## src/rtl/ds_rsp_packer.sv

```systemverilog
`default_nettype none
// ============================================================================
//  Module   : ds_rsp_packer
//  Purpose  : Packs downstream read-response beats (BEAT_W bits) into
//             segments of two beats (SEG_W bits). Each segment is tagged with
//             the linefill command (buffer entry id, ROB id) that was
//             recorded when the downstream read was issued. A 2-entry FIFO
//             with registered outputs drives the ds_to_lfdb handshake.
//  Ports    : clk, rst_n (async, active low)
//             lf_cmd_*     : command capture into the per-id table
//             ds_rsp_*     : response beat handshake from downstream memory
//             ds_to_lfdb_* : segment handshake to the linefill data buffer
//             err          : sticky protocol error
//  Options  : DS_RSP_PACKER_ERR_CHK_EN builds the protocol checker; when it
//             is undefined err is tied to 0.
//  Revision : 1.0 - initial release
// ============================================================================
module ds_rsp_packer #(
  parameter int BEAT_W   = 512,
  parameter int SEG_W    = 1024,
  parameter int SEG_NUM  = 4,
  parameter int ID_W     = 4,
  parameter int DB_ID_W  = 2,
  parameter int ROB_ID_W = 6
) (
  input  logic                clk,
  input  logic                rst_n,
  input  logic                lf_cmd_vld,
  output logic                lf_cmd_rdy,
  input  logic [ID_W-1:0]     lf_cmd_id,
  input  logic [DB_ID_W-1:0]  lf_cmd_db_id,
  input  logic [ROB_ID_W-1:0] lf_cmd_rob_id,
  input  logic                ds_rsp_vld,
  output logic                ds_rsp_rdy,
  input  logic [ID_W-1:0]     ds_rsp_id,
  input  logic [BEAT_W-1:0]   ds_rsp_data,
  input  logic                ds_rsp_last,
  output logic                ds_to_lfdb_vld,
  input  logic                ds_to_lfdb_rdy,
  output logic [SEG_W-1:0]    ds_to_lfdb_data,
  output logic [DB_ID_W-1:0]  ds_to_lfdb_db_id,
  output logic [ROB_ID_W-1:0] ds_to_lfdb_rob_id,
  output logic                ds_to_lfdb_last,
  output logic                err
);

  localparam int SLOTS = 1 << ID_W;
  localparam int CNT_W = $clog2(2 * SEG_NUM);
  localparam logic [CNT_W-1:0] LAST_BEAT = CNT_W'(2 * SEG_NUM - 1);

  typedef struct packed {
    logic [SEG_W-1:0]    data;
    logic [DB_ID_W-1:0]  db_id;
    logic [ROB_ID_W-1:0] rob_id;
    logic                last;
  } seg_t;

  // Command table
  logic [SLOTS-1:0]    slot_vld_q, slot_vld_d;
  logic [DB_ID_W-1:0]  slot_db_q  [SLOTS];
  logic [DB_ID_W-1:0]  slot_db_d  [SLOTS];
  logic [ROB_ID_W-1:0] slot_rob_q [SLOTS];
  logic [ROB_ID_W-1:0] slot_rob_d [SLOTS];

  // Beat packing; beat_cnt != 0 means a line is in progress
  logic [CNT_W-1:0]    beat_cnt_q, beat_cnt_d;
  logic [BEAT_W-1:0]   low_half_q, low_half_d;

  // Output FIFO, entry 0 is the head
  seg_t                fifo_q [2];
  seg_t                fifo_d [2];
  logic [1:0]          fifo_cnt_q, fifo_cnt_d;

  logic                fifo_pop;
  logic                rsp_acc;
  logic                seg_push;
  logic                seg_last;
  seg_t                new_seg;

  assign ds_to_lfdb_vld    = (fifo_cnt_q != 2'd0);
  assign ds_to_lfdb_data   = fifo_q[0].data;
  assign ds_to_lfdb_db_id  = fifo_q[0].db_id;
  assign ds_to_lfdb_rob_id = fifo_q[0].rob_id;
  assign ds_to_lfdb_last   = fifo_q[0].last;

  always_comb begin
    slot_vld_d = slot_vld_q;
    slot_db_d  = slot_db_q;
    slot_rob_d = slot_rob_q;
    beat_cnt_d = beat_cnt_q;
    low_half_d = low_half_q;
    fifo_d     = fifo_q;
    fifo_cnt_d = fifo_cnt_q;

    fifo_pop   = ds_to_lfdb_vld && ds_to_lfdb_rdy;
    // Even beats only land in the low-half register, so they never need
    // FIFO space; odd beats need a free entry or a pop in the same cycle.
    ds_rsp_rdy = !beat_cnt_q[0] || (fifo_cnt_q < 2'd2) || fifo_pop;
    rsp_acc    = ds_rsp_vld && ds_rsp_rdy;
    seg_push   = rsp_acc && beat_cnt_q[0];
    seg_last   = (beat_cnt_q == LAST_BEAT);
    // Registered valid: a slot freed this cycle is reusable next cycle.
    lf_cmd_rdy = !slot_vld_q[lf_cmd_id];

    new_seg.data   = {ds_rsp_data, low_half_q};
    new_seg.db_id  = slot_db_q[ds_rsp_id];
    new_seg.rob_id = slot_rob_q[ds_rsp_id];
    new_seg.last   = seg_last;

    if (rsp_acc) begin
      beat_cnt_d = seg_last ? '0 : beat_cnt_q + CNT_W'(1);
      if (!beat_cnt_q[0]) begin
        low_half_d = ds_rsp_data;
      end
    end

    if (seg_push && seg_last) begin
      slot_vld_d[ds_rsp_id] = 1'b0;
    end

    // A new command can only target a slot whose registered valid is 0,
    // so it never collides with the clear above on the same slot.
    if (lf_cmd_vld && lf_cmd_rdy) begin
      slot_vld_d[lf_cmd_id] = 1'b1;
      slot_db_d[lf_cmd_id]  = lf_cmd_db_id;
      slot_rob_d[lf_cmd_id] = lf_cmd_rob_id;
    end

    case ({seg_push, fifo_pop})
      2'b10: begin
        if (fifo_cnt_q == 2'd0) fifo_d[0] = new_seg;
        else                    fifo_d[1] = new_seg;
        fifo_cnt_d = fifo_cnt_q + 2'd1;
      end
      2'b01: begin
        fifo_d[0]  = fifo_q[1];
        fifo_cnt_d = fifo_cnt_q - 2'd1;
      end
      2'b11: begin
        if (fifo_cnt_q == 2'd1) begin
          fifo_d[0] = new_seg;
        end else begin
          fifo_d[0] = fifo_q[1];
          fifo_d[1] = new_seg;
        end
      end
      default: ;
    endcase
  end

  always_ff @(posedge clk or negedge rst_n) begin
    if (!rst_n) begin
      slot_vld_q <= '0;
      for (int i = 0; i < SLOTS; i++) begin
        slot_db_q[i]  <= '0;
        slot_rob_q[i] <= '0;
      end
      beat_cnt_q <= '0;
      low_half_q <= '0;
      fifo_q[0]  <= '0;
      fifo_q[1]  <= '0;
      fifo_cnt_q <= 2'd0;
    end else begin
      slot_vld_q <= slot_vld_d;
      slot_db_q  <= slot_db_d;
      slot_rob_q <= slot_rob_d;
      beat_cnt_q <= beat_cnt_d;
      low_half_q <= low_half_d;
      fifo_q     <= fifo_d;
      fifo_cnt_q <= fifo_cnt_d;
    end
  end

`ifdef DS_RSP_PACKER_ERR_CHK_EN
  logic            err_q, err_d;
  logic [ID_W-1:0] cur_id_q, cur_id_d;

  always_comb begin
    err_d    = err_q;
    cur_id_d = cur_id_q;
    if (rsp_acc) begin
      cur_id_d = ds_rsp_id;
      // Covers: unissued id, last on the wrong beat, missing last on the
      // final beat, and an id change inside a line.
      if (!slot_vld_q[ds_rsp_id] || (ds_rsp_last != seg_last) ||
          ((beat_cnt_q != '0) && (ds_rsp_id != cur_id_q))) begin
        err_d = 1'b1;
      end
    end
  end

  always_ff @(posedge clk or negedge rst_n) begin
    if (!rst_n) begin
      err_q    <= 1'b0;
      cur_id_q <= '0;
    end else begin
      err_q    <= err_d;
      cur_id_q <= cur_id_d;
    end
  end

  assign err = err_q;
`else
  logic unused_last;
  assign unused_last = ds_rsp_last;
  assign err         = 1'b0;
`endif

endmodule
`default_nettype wire

```

## config.mk

```make
export PLATFORM = sky130hd
export DESIGN_NAME = ds_rsp_packer
export DESIGN_NICKNAME = d
export VERILOG_FILES = /design/src/rtl/ds_rsp_packer.sv
export SDC_FILE = /design/constraint.sdc
export NUM_CORES = 2
export LEC_CHECK = 0
export BUFFER_PORTS_ARGS = -buffer_cell sky130_fd_sc_hd__buf_2
export CORE_AREA = 2 2 605 607
export CTS_BUF_LIST = sky130_fd_sc_hd__clkbuf_16
export DETAILED_ROUTE_END_ITERATION = 8
export DIE_AREA = 0 0 607 609
export SETUP_SLACK_MARGIN = 0.1
export SYNTH_ARGS = -nofsm -noshare
export SYNTH_HDL_FRONTEND = slang
export SYNTH_SLANG_ARGS = --single-unit
```

## constraint.sdc

```tcl
create_clock -name clk -period 4.8 [get_ports clk]
set_clock_uncertainty 0.2 [all_clocks]
set_input_delay 0.96 -clock clk [delete_from_list [all_inputs] [get_ports clk]]
set_output_delay 0.96 -clock clk [all_outputs]
set_load 0.05 [all_outputs]
```

==> results.sh <==
export IMPL_run_status="finished, final reports clean"
export IMPL_nNetsFinal=10430
export IMPL_finalSetupViolations=0
export IMPL_initialDrtViolationCount=6281
export IMPL_synth_largest_type_area_fraction_pct=58.79
export IMPL_floorplan_die_height_um=609
export IMPL_post_synthesis_instance_total=9396
export IMPL_synth_async_reset_ratio_pct=100.0
export IMPL_cts_reportedPaths_clkPinSlew_ps=60
export IMPL_area_growth_syn_to_layout_pct=14.94
export IMPL_hold_violations=0
export IMPL_timing_critical_path_buf_inv=4
export IMPL_grt_max_degree=119
export IMPL_synth_nets=9937
export IMPL_crit_type="flop to flop"
export IMPL_min_delay_path_depth=2
export IMPL_critPathTopFamily="buffers and inverters"
export IMPL_gpl_final_weighted_congestion=0.8961
export IMPL_p_leak_nw=58.26
export IMPL_post_dp_hpwl_um=272600
export IMPL_finish_cell_count_without_fillers=15100
export IMPL_clock_insertion_delay_worst_skew_ps=900
export IMPL_buffer_ports_inserted=1568
export IMPL_cts_inserted_buffers=307
export IMPL_achievable_frequency_mhz=255.1
export IMPL_cap_violations=0
export IMPL_route_layer_met1_wl_um=157100
export IMPL_finalWirelength_um=378600
export IMPL_synth_enable_flop_cells=0
export IMPL_worst_case_reg_to_reg_path_depth=11
export IMPL_grtUsageTotal_pct=19.85
export IMPL_sink_of_the_worst_hold_path="low_half_q[394]"
export IMPL_die_width_um=607
export IMPL_min_delay_start="ds_rsp_data[394]"
export IMPL_timing_max_transition_violations_final=0
export IMPL_ranking_of_synthesized_cells_by_area="dfrtp_1, mux2_2, a221oi_1"
export IMPL_slew_headroom_pct=22.26
export IMPL_floorplan_initialDensity_pct=31.90
export IMPL_ctsHtreeMaxLevel=5
export IMPL_ant_nets=0
export IMPL_design_power_total_mw=116.3
export IMPL_number_of_global_route_vias_before_repair=75150
export IMPL_synth_top_cells_by_count="dfrtp_1, nor2_1, mux2_2, buf_4, a221oi_1"
export IMPL_placeableCoreArea_sq_um=363900
export IMPL_ys_warnings_count=0
export IMPL_synth_main_ff_cell="dfrtp_1"
export IMPL_power_density_nw_per_um2=871.7
export IMPL_ios=1571
export IMPL_globalRoute_totalOverflow=0
export IMPL_viasPerCell=5.099
export IMPL_synthesis_area_sq_um=116100
export IMPL_grt_antenna_before_repair=141
export IMPL_wl_met2_um=173900
export IMPL_finalCriticalPeriod_ps=3920
export IMPL_place_detailed_instances=14390
export IMPL_detailroute_via_count=76970
export IMPL_finish_utilization_pct=36.66
export IMPL_cts_max_path_buffers=4
export IMPL_worstPathArrival_ps=4500
export IMPL_yosysUniqueCellTypes=47
export IMPL_worstReg2RegStart="fifo_cnt_q[1]"
export IMPL_rrSetupSlack_ps=880
export IMPL_synth_avg_cell_area_sq_um=12.35
export IMPL_route_detailed_wl_per_inst_um=25.08
export IMPL_cp_required_ps=5370
export IMPL_worst_ir_drop_vdd_mv=0.5158
export IMPL_slowest_cell_on_crit_path="o21ai_4"
export IMPL_min_delay_path_class="input port to flop"
export IMPL_place_area_sq_um=123500
export IMPL_largest_stage_delay_on_the_critical_path_ps=690
export IMPL_dieArea_sq_um=369700
export IMPL_setup_total_negative_slack_ps=0
export IMPL_cell_breakdown_of_the_critical_path="inv_1, ha_1, nand2b_1, buf_4, nand3_1, and3_1, ha_1, o21ai_4, buf_12, buf_4, mux2_2"
export IMPL_core_rowCount=222
export IMPL_wl_met3_um=28310
export IMPL_global_route_wire_length_before_repair_um=545300
export IMPL_critical_path_reg2reg_endpoint="fifo_q[827]"
export IMPL_setup_worst_path_start_class="flop"
export IMPL_yosysMostFrequentCell="dfrtp_1"
export IMPL_synth_sequential_area_ratio_pct=58.79
export IMPL_grt_setup_unrepaired="false"
export IMPL_fillers=35640
export IMPL_drt_drc_violations_left=0
export IMPL_timing_critical_path_fanout_max=39
export IMPL_final_area_sq_um=133400
export IMPL_synthDominantAreaCellType="dfrtp_1"
export IMPL_tritoncts_num_sinks=2727
export IMPL_routed_top_layer="met5"
export IMPL_max_slew_worst_pin_slew_ps=1166
export IMPL_layout_drive_gt1_share_pct=39.48
export IMPL_postSynthRegisterBits=2727
export IMPL_detailedRoute_firstPassIterationCount=5
export IMPL_clock_root_buffer="clkbuf_16"
export IMPL_period_share_pct=81.67
export IMPL_cts_tree="done"
export IMPL_end_kind="flop"
[cell usage in the layout (no fill, tap or decap), types with 5 or more instances in the layout]
cell / Yosys / routed
mux2_4: 8 / 8
clkinv_8: 0 / 7
clkbuf_16: 0 / 310
buf_12: 0 / 115
clkinv_16: 0 / 9
clkinv_1: 0 / 69
o22a_1: 8 / 8
nand3_1: 17 / 17
inv_6: 0 / 7
mux2_1: 8 / 8
bufinv_16: 0 / 16
inv_1: 9 / 81
buf_4: 1033 / 196
nand2_1: 19 / 17
a31oi_1: 8 / 8
a221oi_1: 1025 / 1025
a21oi_1: 16 / 15
nand2b_1: 13 / 12
buf_2: 11 / 1567
clkinv_2: 0 / 42
nor2_1: 2060 / 2060
nor2_2: 8 / 8
clkinvlp_4: 0 / 5
o21ai_0: 21 / 21
mux2_2: 1651 / 1651
mux2i_1: 8 / 8
diode_2: 0 / 159
mux4_2: 36 / 36
a22o_1: 8 / 8
dfrtp_1: 2727 / 2727
ha_1: 7 / 7
[final cells by class]
cell class | instances | area, sq um | share of cell area, %
tap | 4816 | 6026 | 4.517
multi-input combinational | 4962 | 37560 | 28.15
clock inverter | 232 | 1769 | 1.326
antenna | 159 | 397.9 | 0.2982
sequential | 2727 | 68240 | 51.15
inverter | 10 | 37.54 | 0.02814
timing repair buffer | 1879 | 11630 | 8.715
clock buffer | 310 | 7757 | 5.815
[stage by stage]
stage / setup slack, ps / hold slack [ps]
after floorplan: 716.3 / 245.1
after detailed placement: 603.2 / 277.5
after global routing: 614.1 / 56.88
after CTS: 828.9 / 21.91
after global placement: 674.8 / 268.5
final: 879.9 / 116.5
[worst max-delay path by stage]
stage / cells after the start / slack [ps] / to / startpoint
after detailed placement: 9 / 600 / fifo_q[487] / ds_to_lfdb_rdy
final: 11 / 880 / fifo_q[827] / fifo_cnt_q[1]
after CTS: 10 / 830 / fifo_q[505] / fifo_cnt_q[1]
after floorplan: 10 / 720 / fifo_q[1000] / ds_to_lfdb_rdy
after global routing: 11 / 610 / fifo_q[315] / fifo_cnt_q[1]
after global placement: 10 / 670 / fifo_q[452] / ds_to_lfdb_rdy
[state kept, by name, indices dropped and copies added, names as in the netlist]
| signal | count |
|---|---|
| beat_cnt_q | 3 |
| ds_to_lfdb_data | 1024 |
| ds_to_lfdb_db_id | 2 |
| ds_to_lfdb_last | 1 |
| ds_to_lfdb_rob_id | 6 |
| fifo_cnt_q | 2 |
| fifo_q | 1033 |
| low_half_q | 512 |
| slot_db_q | 32 |
| slot_rob_q | 96 |
| slot_vld_q | 16 |
[cells by family after synthesis]
family                     synth area share (%)
xor gates and xnor gates                0.01509
and+or+nand+nor                           7.084
AOI/OAI and AO/OA                         8.148
muxes                                     16.99
adders and majority gates               0.07545
buffers and inverters                     8.892
DFF                                       58.79
other                                  0.003231
[timing repair]
| item | in CTS | in global routing |
|---|---|---|
| gates resized for setup | 0 | 0 |
| hold endpoints to repair | 28 | 0 |
| hold buffers | 1 | 0 |
| buffers inserted | 0 | 0 |
[routing by layer]
metal / vias up / global-route usage, %
met5: - / 0
met4: 20 / 9.164
met3: 795 / 5.212
met2: 2565 / 30.80
met1: 40190 / 25.83
li1: 33410 / -
[worst reg2reg max path: cells and delay by family, from the launching register on]
| kind | cells | cell delay [ps] |
|---|---|---|
| AOI/OAI and AO/OA | 1 | 690 |
| adders and majority gates | 2 | 520 |
| DFF | 1 | 410 |
| and+or+nand+nor | 3 | 500 |
| muxes | 1 | 380 |
| buffers and inverters | 4 | 1120 |
[where the power goes]
| group | total, mW | leakage, nW | switching, mW | internal (mW) |
|---|---|---|---|---|
| sequential | 41.8 | 31.8 | 6.97 | 34.8 |
| clock | 22.6 | 4.92 | 9.93 | 12.7 |
| combinational | 51.9 | 21.5 | 35.2 | 16.7 |
Note: power is estimated with default switching activity, not from simulation.
